==> src/rtl/nreno_timeout_engine_if.sv <==
// ---------------------------------------------------------------------------
// nreno_timeout_engine_if
//
// Bundles the three channels of the NewReno timeout engine:
//   to_*   : timeout events from the timer wheel (valid/ready)
//   clr_*  : backoff clear requests from the ACK path (valid only, never stalled)
//   out_*  : registered retransmit decision to the scheduler (valid/ready)
//
// Modports:
//   master : the side that issues timeout events and clears and consumes
//            decisions (timer wheel / ACK path / scheduler, or a bench)
//   slave  : the engine itself
// ---------------------------------------------------------------------------
interface nreno_timeout_engine_if #(
  parameter int NUM_FLOWS   = 16,
  parameter int SEQ_W       = 32,
  parameter int WIN_W       = 9,
  parameter int TIMER_W     = 16,
  parameter int MAX_BACKOFF = 6
);

  localparam int FID_W = $clog2(NUM_FLOWS);
  localparam int BO_W  = $clog2(MAX_BACKOFF + 1);

  // timeout event channel
  logic               to_valid;
  logic               to_ready;
  logic [FID_W-1:0]   to_fid;
  logic [SEQ_W-1:0]   to_wnd_start;
  logic [SEQ_W-1:0]   to_next_new;
  logic [WIN_W-1:0]   to_wnd_size;
  logic [TIMER_W-1:0] to_rto_base;

  // clear channel
  logic               clr_valid;
  logic [FID_W-1:0]   clr_fid;
  logic               clr_full;

  // decision channel
  logic               out_valid;
  logic               out_ready;
  logic [FID_W-1:0]   out_fid;
  logic               out_mark_rtx;
  logic [SEQ_W-1:0]   out_rtx_start;
  logic [SEQ_W-1:0]   out_rtx_end;
  logic [WIN_W-1:0]   out_wnd_size;
  logic [TIMER_W-1:0] out_rto;
  logic [WIN_W-1:0]   out_ss_thresh;
  logic [SEQ_W-1:0]   out_recover;
  logic [BO_W-1:0]    out_backoff;
  logic               out_give_up;

  modport master (
    output to_valid, to_fid, to_wnd_start, to_next_new, to_wnd_size, to_rto_base,
    input  to_ready,
    output clr_valid, clr_fid, clr_full,
    input  out_valid, out_fid, out_mark_rtx, out_rtx_start, out_rtx_end,
    input  out_wnd_size, out_rto, out_ss_thresh, out_recover, out_backoff, out_give_up,
    output out_ready
  );

  modport slave (
    input  to_valid, to_fid, to_wnd_start, to_next_new, to_wnd_size, to_rto_base,
    output to_ready,
    input  clr_valid, clr_fid, clr_full,
    output out_valid, out_fid, out_mark_rtx, out_rtx_start, out_rtx_end,
    output out_wnd_size, out_rto, out_ss_thresh, out_recover, out_backoff, out_give_up,
    input  out_ready
  );

endinterface

==> src/rtl/nreno_timeout_engine.sv <==
// ---------------------------------------------------------------------------
// nreno_timeout_engine
//
// Multi-flow NewReno retransmission-timeout engine. Each accepted timeout
// event looks up the flow's congestion context (backoff count, in-timeout
// flag, ssthresh, recover point), applies exponential RTO backoff with a
// give-up limit, updates the context and presents a one-entry registered
// decision to the scheduler. The ACK path can clear a flow's backoff state
// at any time; a clear to the same flow as a same-cycle event is bypassed
// into that event's context read.
//
// Ports:
//   clk  : clock
//   rst  : synchronous active-high reset (table and output register)
//   bus  : nreno_timeout_engine_if.slave
//          to_*  in  timeout event (to_ready out)
//          clr_* in  clear request, honoured every cycle it is asserted
//          out_* out registered decision (out_ready in)
// ---------------------------------------------------------------------------
module nreno_timeout_engine #(
  parameter int                 NUM_FLOWS     = 16,
  parameter int                 SEQ_W         = 32,
  parameter int                 WIN_W         = 9,
  parameter int                 TIMER_W       = 16,
  parameter int                 MAX_BACKOFF   = 6,
  parameter logic [TIMER_W-1:0] RTO_MAX       = {TIMER_W{1'b1}},
  parameter logic [WIN_W-1:0]   SSTHRESH_INIT = {WIN_W{1'b1}},
  parameter int                 RTX_MODE      = 0
) (
  input logic                  clk,
  input logic                  rst,
  nreno_timeout_engine_if.slave bus
);

  localparam int FID_W  = $clog2(NUM_FLOWS);
  localparam int BO_W   = $clog2(MAX_BACKOFF + 1);
  localparam int WIDE_W = TIMER_W + MAX_BACKOFF;

  typedef enum logic {
    S_EMPTY = 1'b0,
    S_FULL  = 1'b1
  } state_t;

  state_t state_q, state_d;

  // per-flow context table
  logic [BO_W-1:0]  backoff_q    [NUM_FLOWS];
  logic             in_timeout_q [NUM_FLOWS];
  logic [WIN_W-1:0] ss_thresh_q  [NUM_FLOWS];
  logic [SEQ_W-1:0] recover_q    [NUM_FLOWS];

  // decision register
  logic [FID_W-1:0]   out_fid_q;
  logic               out_mark_rtx_q;
  logic [SEQ_W-1:0]   out_rtx_start_q;
  logic [SEQ_W-1:0]   out_rtx_end_q;
  logic [WIN_W-1:0]   out_wnd_size_q;
  logic [TIMER_W-1:0] out_rto_q;
  logic [WIN_W-1:0]   out_ss_thresh_q;
  logic [SEQ_W-1:0]   out_recover_q;
  logic [BO_W-1:0]    out_backoff_q;
  logic               out_give_up_q;

  logic               accept;
  logic               clr_hit;
  logic [BO_W-1:0]    cur_backoff;
  logic               cur_in_timeout;
  logic [WIN_W-1:0]   cur_ss_thresh;
  logic [SEQ_W-1:0]   cur_recover;

  logic               give_up;
  logic               nothing_outstanding;
  logic [BO_W-1:0]    new_backoff;
  logic [WIDE_W-1:0]  rto_wide;
  logic [TIMER_W-1:0] new_rto;
  logic [WIN_W-1:0]   half_wnd;
  logic [WIN_W-1:0]   new_ss_thresh;
  logic [SEQ_W-1:0]   new_recover;
  logic [SEQ_W-1:0]   rtx_end;

  // The output register can take a new decision when empty, or when the
  // held one leaves in this same cycle.
  assign bus.to_ready = (state_q == S_EMPTY) || bus.out_ready;
  assign accept       = bus.to_valid && bus.to_ready;

  // Context read with clear bypass: a same-cycle clear to the event's flow
  // is visible to the event, so it starts again from backoff 0.
  always_comb begin
    clr_hit        = bus.clr_valid && (bus.clr_fid == bus.to_fid);
    cur_backoff    = backoff_q[bus.to_fid];
    cur_in_timeout = in_timeout_q[bus.to_fid];
    cur_ss_thresh  = ss_thresh_q[bus.to_fid];
    cur_recover    = recover_q[bus.to_fid];
    if (clr_hit) begin
      cur_backoff    = '0;
      cur_in_timeout = 1'b0;
      if (bus.clr_full) begin
        cur_ss_thresh = SSTHRESH_INIT;
        cur_recover   = '0;
      end
    end
  end

  // Decision arithmetic. The shifted RTO is formed wide enough that the
  // largest backoff cannot overflow, then clamped to the ceiling.
  always_comb begin
    give_up             = (cur_backoff == BO_W'(MAX_BACKOFF));
    new_backoff         = cur_backoff + BO_W'(1);
    rto_wide            = {{MAX_BACKOFF{1'b0}}, bus.to_rto_base} << new_backoff;
    new_rto             = (rto_wide > WIDE_W'(RTO_MAX)) ? RTO_MAX : rto_wide[TIMER_W-1:0];
    half_wnd            = bus.to_wnd_size >> 1;
    new_ss_thresh       = cur_ss_thresh;
    if (!cur_in_timeout) begin
      new_ss_thresh = (half_wnd < WIN_W'(2)) ? WIN_W'(2) : half_wnd;
    end
    new_recover         = bus.to_next_new - SEQ_W'(1);
    nothing_outstanding = (bus.to_next_new == bus.to_wnd_start);
    if (RTX_MODE == 1) begin
      rtx_end = bus.to_next_new;
    end else begin
      rtx_end = bus.to_wnd_start + SEQ_W'(1);
    end
  end

  // Context table update. The clear is applied first and an accepted,
  // non-give-up event to the same flow then overwrites every field.
  always_ff @(posedge clk) begin
    if (rst) begin
      for (int i = 0; i < NUM_FLOWS; i++) begin
        backoff_q[i]    <= '0;
        in_timeout_q[i] <= 1'b0;
        ss_thresh_q[i]  <= SSTHRESH_INIT;
        recover_q[i]    <= '0;
      end
    end else begin
      for (int i = 0; i < NUM_FLOWS; i++) begin
        if (bus.clr_valid && (bus.clr_fid == FID_W'(i))) begin
          backoff_q[i]    <= '0;
          in_timeout_q[i] <= 1'b0;
          if (bus.clr_full) begin
            ss_thresh_q[i] <= SSTHRESH_INIT;
            recover_q[i]   <= '0;
          end
        end
        if (accept && !give_up && (bus.to_fid == FID_W'(i))) begin
          backoff_q[i]    <= new_backoff;
          in_timeout_q[i] <= 1'b1;
          ss_thresh_q[i]  <= new_ss_thresh;
          recover_q[i]    <= new_recover;
        end
      end
    end
  end

  // Output register occupancy: state register
  always_ff @(posedge clk) begin
    if (rst) begin
      state_q <= S_EMPTY;
    end else begin
      state_q <= state_d;
    end
  end

  // Output register occupancy: next state. A new decision always lands in
  // the register; otherwise a consumed decision empties it.
  always_comb begin
    state_d = state_q;
    if (accept) begin
      state_d = S_FULL;
    end else if (bus.out_ready) begin
      state_d = S_EMPTY;
    end
  end

  // Decision payload, loaded on acceptance and held until the next one.
  // On give-up the context is reported unchanged and the RTO is pinned.
  always_ff @(posedge clk) begin
    if (rst) begin
      out_fid_q       <= '0;
      out_mark_rtx_q  <= 1'b0;
      out_rtx_start_q <= '0;
      out_rtx_end_q   <= '0;
      out_wnd_size_q  <= '0;
      out_rto_q       <= '0;
      out_ss_thresh_q <= '0;
      out_recover_q   <= '0;
      out_backoff_q   <= '0;
      out_give_up_q   <= 1'b0;
    end else if (accept) begin
      out_fid_q       <= bus.to_fid;
      out_rtx_start_q <= bus.to_wnd_start;
      out_rtx_end_q   <= rtx_end;
      if (give_up) begin
        out_mark_rtx_q  <= 1'b0;
        out_wnd_size_q  <= bus.to_wnd_size;
        out_rto_q       <= RTO_MAX;
        out_ss_thresh_q <= cur_ss_thresh;
        out_recover_q   <= cur_recover;
        out_backoff_q   <= cur_backoff;
        out_give_up_q   <= 1'b1;
      end else begin
        out_mark_rtx_q  <= !nothing_outstanding;
        out_wnd_size_q  <= WIN_W'(1);
        out_rto_q       <= new_rto;
        out_ss_thresh_q <= new_ss_thresh;
        out_recover_q   <= new_recover;
        out_backoff_q   <= new_backoff;
        out_give_up_q   <= 1'b0;
      end
    end
  end

  assign bus.out_valid     = (state_q == S_FULL);
  assign bus.out_fid       = out_fid_q;
  assign bus.out_mark_rtx  = out_mark_rtx_q;
  assign bus.out_rtx_start = out_rtx_start_q;
  assign bus.out_rtx_end   = out_rtx_end_q;
  assign bus.out_wnd_size  = out_wnd_size_q;
  assign bus.out_rto       = out_rto_q;
  assign bus.out_ss_thresh = out_ss_thresh_q;
  assign bus.out_recover   = out_recover_q;
  assign bus.out_backoff   = out_backoff_q;
  assign bus.out_give_up   = out_give_up_q;

endmodule

==> src/flat_wrapper.sv <==
// flat-port wrapper written by rule: the top's interface ports become plain ports
module nreno_timeout_engine_flat 
#(
  parameter int                 NUM_FLOWS     = 16,
  parameter int                 SEQ_W         = 32,
  parameter int                 WIN_W         = 9,
  parameter int                 TIMER_W       = 16,
  parameter int                 MAX_BACKOFF   = 6,
  parameter logic [TIMER_W-1:0] RTO_MAX       = {TIMER_W{1'b1}},
  parameter logic [WIN_W-1:0]   SSTHRESH_INIT = {WIN_W{1'b1}},
  parameter int                 RTX_MODE      = 0
)
  (clk, rst, bus_to_valid, bus_to_fid, bus_to_wnd_start, bus_to_next_new, bus_to_wnd_size, bus_to_rto_base, bus_to_ready, bus_clr_valid, bus_clr_fid, bus_clr_full, bus_out_valid, bus_out_fid, bus_out_mark_rtx, bus_out_rtx_start, bus_out_rtx_end, bus_out_wnd_size, bus_out_rto, bus_out_ss_thresh, bus_out_recover, bus_out_backoff, bus_out_give_up, bus_out_ready);
  nreno_timeout_engine_if #(.NUM_FLOWS(NUM_FLOWS), .SEQ_W(SEQ_W), .WIN_W(WIN_W), .TIMER_W(TIMER_W), .MAX_BACKOFF(MAX_BACKOFF)) bus_i ();
  input logic clk;
  input logic rst;
  input wire logic [$bits(bus_i.to_valid)-1:0] bus_to_valid;
  input wire logic [$bits(bus_i.to_fid)-1:0] bus_to_fid;
  input wire logic [$bits(bus_i.to_wnd_start)-1:0] bus_to_wnd_start;
  input wire logic [$bits(bus_i.to_next_new)-1:0] bus_to_next_new;
  input wire logic [$bits(bus_i.to_wnd_size)-1:0] bus_to_wnd_size;
  input wire logic [$bits(bus_i.to_rto_base)-1:0] bus_to_rto_base;
  output wire logic [$bits(bus_i.to_ready)-1:0] bus_to_ready;
  input wire logic [$bits(bus_i.clr_valid)-1:0] bus_clr_valid;
  input wire logic [$bits(bus_i.clr_fid)-1:0] bus_clr_fid;
  input wire logic [$bits(bus_i.clr_full)-1:0] bus_clr_full;
  output wire logic [$bits(bus_i.out_valid)-1:0] bus_out_valid;
  output wire logic [$bits(bus_i.out_fid)-1:0] bus_out_fid;
  output wire logic [$bits(bus_i.out_mark_rtx)-1:0] bus_out_mark_rtx;
  output wire logic [$bits(bus_i.out_rtx_start)-1:0] bus_out_rtx_start;
  output wire logic [$bits(bus_i.out_rtx_end)-1:0] bus_out_rtx_end;
  output wire logic [$bits(bus_i.out_wnd_size)-1:0] bus_out_wnd_size;
  output wire logic [$bits(bus_i.out_rto)-1:0] bus_out_rto;
  output wire logic [$bits(bus_i.out_ss_thresh)-1:0] bus_out_ss_thresh;
  output wire logic [$bits(bus_i.out_recover)-1:0] bus_out_recover;
  output wire logic [$bits(bus_i.out_backoff)-1:0] bus_out_backoff;
  output wire logic [$bits(bus_i.out_give_up)-1:0] bus_out_give_up;
  input wire logic [$bits(bus_i.out_ready)-1:0] bus_out_ready;
  assign bus_i.to_valid = bus_to_valid;
  assign bus_i.to_fid = bus_to_fid;
  assign bus_i.to_wnd_start = bus_to_wnd_start;
  assign bus_i.to_next_new = bus_to_next_new;
  assign bus_i.to_wnd_size = bus_to_wnd_size;
  assign bus_i.to_rto_base = bus_to_rto_base;
  assign bus_to_ready = bus_i.to_ready;
  assign bus_i.clr_valid = bus_clr_valid;
  assign bus_i.clr_fid = bus_clr_fid;
  assign bus_i.clr_full = bus_clr_full;
  assign bus_out_valid = bus_i.out_valid;
  assign bus_out_fid = bus_i.out_fid;
  assign bus_out_mark_rtx = bus_i.out_mark_rtx;
  assign bus_out_rtx_start = bus_i.out_rtx_start;
  assign bus_out_rtx_end = bus_i.out_rtx_end;
  assign bus_out_wnd_size = bus_i.out_wnd_size;
  assign bus_out_rto = bus_i.out_rto;
  assign bus_out_ss_thresh = bus_i.out_ss_thresh;
  assign bus_out_recover = bus_i.out_recover;
  assign bus_out_backoff = bus_i.out_backoff;
  assign bus_out_give_up = bus_i.out_give_up;
  assign bus_i.out_ready = bus_out_ready;
  nreno_timeout_engine #(.NUM_FLOWS(NUM_FLOWS), .SEQ_W(SEQ_W), .WIN_W(WIN_W), .TIMER_W(TIMER_W), .MAX_BACKOFF(MAX_BACKOFF), .RTO_MAX(RTO_MAX), .SSTHRESH_INIT(SSTHRESH_INIT), .RTX_MODE(RTX_MODE)) u_core (.clk(clk), .rst(rst), .bus(bus_i));
endmodule
==> config.mk <==
export PLATFORM = sky130hd
export DESIGN_NAME = nreno_timeout_engine_flat
export DESIGN_NICKNAME = d
export VERILOG_FILES = /design/src/rtl/nreno_timeout_engine_if.sv /design/src/rtl/nreno_timeout_engine.sv /design/src/flat_wrapper.sv
export SDC_FILE = /design/constraint.sdc
export NUM_CORES = 1
export LEC_CHECK = 0
export ABC_AREA = 1
export CAP_MARGIN = 10
export CORE_MARGIN = 2
export CORE_UTILIZATION = 40
export CTS_CLUSTER_DIAMETER = 50
export DETAILED_ROUTE_END_ITERATION = 12
export GPL_ROUTABILITY_DRIVEN = 0
export REMOVE_ABC_BUFFERS = 1
export SYNTH_ARGS = -nofsm -noshare
export SYNTH_HDL_FRONTEND = slang
export SYNTH_SLANG_ARGS = --single-unit
==> constraint.sdc <==
create_clock -name clk -period 9.3 [get_ports clk]
set_input_delay 0.93 -clock clk [delete_from_list [all_inputs] [get_ports clk]]
set_output_delay 0.93 -clock clk [all_outputs]
set_load 0.02 [all_outputs]
; ---- Word-level counts from Yosys, hierarchy flattened
; Memories as Yosys holds them, arrays and structs flattened.
; Cells that the tools add are included.
; W data, S select, Z words.
[totals]
regBits = 140
word_cells = 517
memories = 4
out_inout_bits = 141
ramBits = 720
[memory_table]
columns = memory, words, width, read_ports, rd_clocked_by_memory_dff, write_ports, line
row1 = u_core.recover_q, 16, 32, 1, 0, 16, nreno_timeout_engine.sv:50  ; logic [SEQ_W-1:0] recover_q [NUM_FLOWS];
row2 = u_core.ss_thresh_q, 16, 9, 1, 0, 16, nreno_timeout_engine.sv:49  ; logic [WIN_W-1:0] ss_thresh_q [NUM_FLOWS];
row3 = u_core.backoff_q, 16, 3, 1, 0, 16, nreno_timeout_engine.sv:47  ; logic [BO_W-1:0] backoff_q [NUM_FLOWS];
row4 = u_core.in_timeout_q, 16, 1, 1, 0, 16, nreno_timeout_engine.sv:48  ; logic in_timeout_q [NUM_FLOWS];
[classes]
add_sub_neg = 3
shifts = 1
reduce_logical = 41
eq_ne = 33
mux = 293
bitwise = 129
magnitude_cmp = 2
[ops]
columns = op, n
row1 = $mux W32, 35
row2 = $mux W9, 37
row3 = $mux W1, 184
row4 = $or A1 B1 Y1, 128
row5 = $mux W3, 34
row6 = $eq A4 B4 Y1 const B, 16
row7 = $logic_and A1 B1 Y1, 35
row8 = $add A32 B1 Y32 const B, 1
row9 = $eq A32 B32 Y1, 1
row10 = $eq A4 B3 Y1 const B, 8
row11 = $mux W16, 2
row12 = $sub A32 B1 Y32 const B, 1
row13 = $gt A22 B16 Y1 const B, 1
row14 = $shl A16 B3 Y22, 1
row15 = $eq A4 B2 Y1 const B, 4
row16 = $eq A4 B1 Y1 const B, 2
row17 = $logic_not A4 Y1, 2
row18 = $lt A8 B2 Y1 const B, 1
row19 = $mux W8, 1
row20 = $eq A4 B4 Y1, 1
row21 = $add A3 B1 Y3 const B, 1
row22 = $eq A3 B3 Y1 const B, 1
row23 = $logic_not A1 Y1, 2
row24 = $reduce_bool A2 Y1, 1
row25 = other kinds (2), 2

; ---- Depth between registers and ports, before layout
; Gate-level depths: netlist (run 1).
[depth]
depth_word = 11
ltp_mapped = 24
ltp_nobuf = 20

; ---- Least setup slack after synthesis (run 1)
; No wires, ideal clock.
[synth_path]
path_type = input port to flip-flop
from = input port bus_to_fid[1]
to = memory u_core.recover_q[0][0], enable pin
setup_slack_ps = 4348
t_arrival_ps = 4309
stages = 19
path_cell_list = buf_4 inv_2 nor2_2 buf_2 buf_4 clkbuf_1 a22oi_1 a21oi_1 o31a_1 ha_1 nand3_1 nand2_1 buf_4 nor2_1 inv_2 nor2_2 inv_2 buf_2 nand3_1
[synth_rtl]
columns = element, line
row1 = "start, declared", flat_wrapper.sv:18  ; input wire logic [$bits(bus_i.to_fid)-1:0] bus_to_fid;
row2 = "end, declared", nreno_timeout_engine.sv:50

==> results.json, run 1 <==
{
  "synth_area_leaders": "edfxtp_1 56%, nand2_1 8.1%, dfxtp_1 7.3%",
  "cp.required_ns": 9.37,
  "wl_mm": 124,
  "drive_gt1_frac": 0.0719,
  "hold_path.class": "flip-flop to flip-flop",
  "ys_ff_latch": 860,
  "worstMarginPinSlew_ns": 1.27,
  "grt_first_pass_wirelength_mm": 184,
  "arrival_ns": 7.08,
  "syn_inst": 3815,
  "htree_levels": 3,
  "drt-wirelength-per-cell_um": 23.4,
  "critical_path_depth": 16,
  "power_density_mw_per_mm2": 210,
  "ir_drop_uv": 154,
  "worstReg2RegEnd": "u_core.recover_q[11][12]",
  "overflow": 0,
  "synth_top_cell_by_area": "edfxtp_1",
  "drv_cap": 0,
  "ioPinCount": 244,
  "power_mw": 9.51,
  "async_flop_share": 0,
  "drc": 0,
  "cts_tree": "done",
  "slowest_delay_ns": 1.02,
  "grt_max_degree": 116,
  "setup_tns_ns": 0,
  "run_status": "completed",
  "fin_area_mm2": 0.0452,
  "critPathKind": "primary input to flip-flop",
  "fin_util": 0.476,
  "synth_common_cells": "832 x nand2_1, 742 x nor2_1, 720 x edfxtp_1",
  "crit_family": "buffers and inverters",
  "numCtsBuffers": 102,
  "worst_path_max_delay_cell": "nand3_2",
  "finalSetupViolCount": 0,
  "yosysUniqueCellTypes": 46,
  "cts_max_path_buffers": 3,
  "grt_usage": 0.249,
  "port_buffers": 243,
  "rsz0062_at_grt": "no",
  "crit_chain": "clkdlybuf4s50_1 -> inv_1 -> nor2_4 -> buf_4 -> clkinv_1 -> a21oi_1 -> o31a_1 -> ha_1 -> nand3_1 -> nand2_2 -> buf_4 -> inv_2 -> nand2_1 -> nor2_1 -> inv_2 -> nand3_2",
  "min_from": "u_core.bus.out_ss_thresh[8]",
  "r2r_setup_slack_ns": 3.78,
  "cts_setup_buffers": 0,
  "synth_most_common_cell": "nand2_1",
  "ant_nets": 0,
  "r2r_start": "u_core.backoff_q[2][0]",
  "setup.worst_path.end_class": "flip-flop",
  "min_period_ns": 7.01,
  "clock_skew_ns": 0.0316,
  "cp-endpoint": "u_core.recover_q[11][12]",
  "fmax_mhz": 143,
  "dpl_cell_area_mm2": 0.0417,
  "first_global_vias": 28478,
  "synth_top_area_share": 0.563,
  "antenna_found_initial": 1,
  "start_util": 0.404,
  "critPathLaunchType": "primary input",
  "timing.hold.ws_ns": 0.465,
  "first_iter_violations": 3593,
  "vias": 29437,
  "cp-startpoint": "bus_to_fid[2]",
  "synth_seq_area_share": 0.636,
  "die_area_mm2": 0.0984,
  "synth-main-ff-cell": "edfxtp_1",
  "insertion_delay_ns": 0.67,
  "yosys_warnings": 0,
  "ctsRootBufferMaster": "clkbuf_16",
  "layout.nets": 4055,
  "drtPass1Iterations": 7,
  "postCtsHoldBufs": 0,
  "drv_slew": 0,
  "clock-sinks": 860,
  "cts.clk_slew.worst_paths_ns": 0.06,
  "slew_headroom": 0.156,
  "min_period_over_period": 0.754,
  "critPathBufInv": 7,
  "synth-edff-count": 720,
  "row_count": 113,
  "die_h_um": 314,
  "postCtsResizedCells": 0,
  "area_growth_syn_to_layout_pct": 17.9,
  "synth.avg_cell_area_um2": 10.1,
  "cp_max_fo": 41,
  "syn-cell-area_mm2": 0.0384,
  "hpwl_mm": 79.8,
  "dieWidth_um": 314,
  "hold_viol": 0,
  "reg2reg_depth": 16,
  "p_leak_nw": 17.3,
  "vias_per_cell": 5.55,
  "core_area_mm2": 0.0950
}
## where the power goes
group	switching (mW)	internal, mW	total (mW)
Combinational	0.731	0.296	1.03
Clock	1.70	2.39	4.09
Sequential	0.0614	4.33	4.39
Total	2.49	7.02	9.51
## flip-flops by register name, summed over array words and instances (netlist names)
name,count
u_core.bus.out_fid,4
u_core.bus.out_recover,32
u_core.bus.out_mark_rtx,1
u_core.in_timeout_q,16
u_core.recover_q,512
u_core.bus.out_rto,16
u_core.ss_thresh_q,144
u_core.bus.out_ss_thresh,9
u_core.bus.out_rtx_start,32
u_core.bus.out_give_up,1
u_core.bus.out_valid,1
u_core.bus.out_wnd_size,9
u_core.bus.out_rtx_end,32
u_core.bus.out_backoff,3
u_core.backoff_q,48
## how the worst min path moves through the flow
stage / end / slack, ns / depth (start not counted)
after floorplan: u_core.bus.out_backoff[0] / 0.54 / 2
after global placement: u_core.bus.out_rtx_end[15] / 0.45 / 2
after detailed placement: u_core.bus.out_wnd_size[5] / 0.46 / 2
after CTS: u_core.bus.out_rtx_end[31] / 0.47 / 2
after global routing: u_core.bus.out_wnd_size[2] / 0.48 / 2
final: u_core.bus.out_ss_thresh[8] / 0.47 / 2
## cell usage in the layout, fill, tap and decap left out, drive strengths merged, types with 17 or more instances in the layout
cell	Yosys	layout
o211ai	40	40
buf	172	62
clkdlybuf4s50	0	242
nand4	39	39
nor3	17	17
o31ai	20	20
nand3	113	113
nor2	751	751
edfxtp	720	720
a22oi	342	342
a21oi	91	91
clkbuf	103	122
clkinv	21	57
xor2	41	41
dfxtp	140	140
inv	203	216
o21ai	69	69
nand2	834	834
## worst reg2reg max path, delay by kind of cell (launching register included)
kind / cells / cell delay, ns
adders and majority gates: 1 / 0.24
and+or+nand+nor: 11 / 2.28
DFF: 1 / 0.46
AOI/OAI and AO/OA: 1 / 0.45
buffers and inverters: 3 / 1.47
## layout make-up
cell class              count  area [um^2]
diodes                      1         2.50
clock buffers             122         2710
clock inverters            68          759
fillers                  8822        49800
inverters                 224          850
multi-input cells        2456        12000
flip-flops and latches    860        24400
well taps                1265         1580
repair buffers            304         2920
## cell families (layout without fill, tap and decap cells)
logic type	after synthesis	count (layout)	synth area share
simple gates	1794	1794	0.187
other cells	0	1	0
flops	860	860	0.636
buf+inv	499	718	0.0542
compound gates	605	605	0.109
xor+xnor	53	53	0.0121
fa+ha+maj	4	4	0.00130
## routing by layer
metal  GRT usage  wire length (um)  vias to the layer above
li1            -                 -                    13426
met1       0.347             51700                    14364
met2       0.384             55800                     1440
met3      0.0594             13000                      207
met4      0.0784              3570                        0
met5           0                 0                        -
## stage by stage
| step | setup slack, ns | instances |
|---|---|---|
| global route | 1.84 | 5299 |
| floorplan | 0.315 | 3540 |
| global placement | 1.65 | 5107 |
| detailed placement | 1.52 | 5107 |
| CTS | 2.21 | 5297 |
| finish | 2.29 | 5300 |
(Power assumes the default switching activity.)
==> run 2: changes to the inputs <==
==> constraint.sdc (replaced) <==
create_clock -name clk -period 5.96 [get_ports clk]
set_input_delay 0.596 -clock clk [delete_from_list [all_inputs] [get_ports clk]]
set_output_delay 0.596 -clock clk [all_outputs]
set_load 0.02 [all_outputs]
==> results.json, run 2 (synthesis results as in run 1) <==
{
  "drv_cap": 0,
  "port_buffers": 243,
  "ant_nets": 0,
  "largest_register": "u_core.recover_q",
  "drive_gt1_frac": 0.0795,
  "p_int_mw": 10.9,
  "cts_setup_buffers": 0,
  "grt_first_pass_wirelength_mm": 183,
  "first_iter_violations": 3255,
  "fin_util": 0.478,
  "worstMarginPinSlew_ns": 1.16,
  "clock-sinks": 860,
  "swShare": 0.257,
  "ctsRootBufferMaster": "clkbuf_16",
  "dieWidth_um": 314,
  "die_h_um": 314,
  "numCtsBuffers": 99,
  "ir_drop_uv": 226,
  "first_global_vias": 28323,
  "vias_per_cell": 5.56,
  "overflow": 0,
  "arrival_ns": 4.83,
  "cts.clk_slew.worst_paths_ns": 0.07,
  "cts_max_path_buffers": 3,
  "clockPowerShare": 0.425,
  "wl_mm": 123,
  "seqCellArea_mm2": 0.0244,
  "die_area_mm2": 0.0984,
  "multi_input_area_mm2": 0.0120,
  "antenna_found_initial": 1,
  "timing.hold.ws_ns": 0.358,
  "gr-usage-met3": 0.0403,
  "diodes": 0,
  "p_switching_mw": 3.76,
  "hold_path.class": "primary input to flip-flop",
  "hold_viol": 0,
  "layout_common_cells": "830 x nand2_1, 738 x nor2_1, 720 x edfxtp_1",
  "power_density_mw_per_mm2": 323,
  "drc": 0,
  "critPathLaunchType": "primary input",
  "critPathKind": "primary input to flip-flop",
  "slew_headroom": 0.217,
  "min_period_ns": 4.50,
  "start_util": 0.404,
  "largest_reg_flops": 512,
  "grt_usage": 0.245,
  "cp_max_fo": 77,
  "dp.cells": 5153,
  "setup.worst_path.end_class": "flip-flop",
  "num-fill-cells": 8767,
  "insertion_delay_ns": 0.68,
  "p_leak_nw": 17.4,
  "area_growth_syn_to_layout_pct": 18.4,
  "cp.required_ns": 6.29,
  "fmax_mhz": 222,
  "run_status": "completed",
  "power_mw": 14.7,
  "grt_max_degree": 78,
  "postCtsResizedCells": 0,
  "rsz0062_at_grt": "no",
  "vias": 29663,
  "hpwl_mm": 76.4,
  "final_common_cell": "nand2_1",
  "ioPinCount": 244,
  "drv_slew": 0,
  "layout.nets": 4096,
  "pre_cts_ws_ns": 0.901,
  "core_area_mm2": 0.0950,
  "p_comb_frac": 0.108,
  "final.setup.worst_slack_ns": 1.46,
  "htree_levels": 3,
  "stdcell_count": 5338,
  "drt-wirelength-per-cell_um": 23.1,
  "clock_skew_ns": 0.0347,
  "met1_usage": 0.331,
  "drtPass1Iterations": 5,
  "grt_use_met2": 0.400,
  "grt.busiest_layer": "met2",
  "cts_tree": "done",
  "seqPwrFrac": 0.467,
  "postCtsHoldBufs": 0,
  "top_regs": "u_core.recover_q: 512 flops, u_core.ss_thresh_q: 144 flops, u_core.backoff_q: 48 flops",
  "finalSetupViolCount": 0,
  "row_count": 113,
  "min_period_over_period": 0.755
}
-- run 2: cell count changes in the layout (fill, tap and decap cells not counted), moves of 2 or more --
cell,before,now
clkbuf_16,104,100
inv_8,4,1
clkinv_1,35,28
clkbuf_1,14,24
clkinv_8,4,2
clkbuf_8,4,9
buf_4,58,102
inv_6,9,12
clkinv_2,14,10
-- run 2: area by class of cell --
class | count | share of cell area
Clock buffer | 133 | 0.0598
Clock inverter | 52 | 0.0136
Inverter | 224 | 0.0187
Multi-Input combinational cell | 2456 | 0.264
Sequential cell | 860 | 0.538
Tap cell | 1265 | 0.0348
Timing Repair Buffer | 348 | 0.0716
-- run 2: worst paths after layout --
kind	from	to	slack, ns	cells after the start
max	bus_to_fid[1]	u_core.ss_thresh_q[15][8]	1.46	8
min	rst	u_core.bus.out_ss_thresh[3]	0.36	2
max reg2reg	u_core.backoff_q[6][0]	u_core.backoff_q[6][0]	2.04	17
min reg2reg	u_core.bus.out_ss_thresh[8]	u_core.bus.out_ss_thresh[8]	0.47	2
-- run 2: stage by stage --
step / setup TNS [ns] / area (um^2)
6_report: 0 / 45400
5_1_grt: 0 / 45400
4_1_cts: 0 / 45400
3_5_place_dp: 0 / 42100
3_3_place_gp: 0 / 42100
2_1_floorplan: -2246.69 / 37100
-- run 2: critical path: stages --
cell and delay, ns:
clkdlybuf4s50_1 0.81, nand2_1 0.23, inv_6 0.39, buf_4 0.64, buf_4 0.94, nand4_1 0.27, nand3_2 0.55, buf_12 0.30
-- run 2: layer usage --
layer  vias to the layer above  share of wire
met1                     14453           0.41
met5                         -        0.00015
met2                      1456           0.47
met4                         2          0.034
li1                      13507              -
met3                       245          0.081
-- run 2: power groups by stage --
stage	combinational [mW]	sequential [mW]	clock, mW
floorplan	0.751	7.05	0
global placement	1.56	6.97	0
detailed placement	1.56	6.98	0
CTS	1.57	6.85	6.28
global route	1.70	6.87	6.52
finish	1.58	6.85	6.23
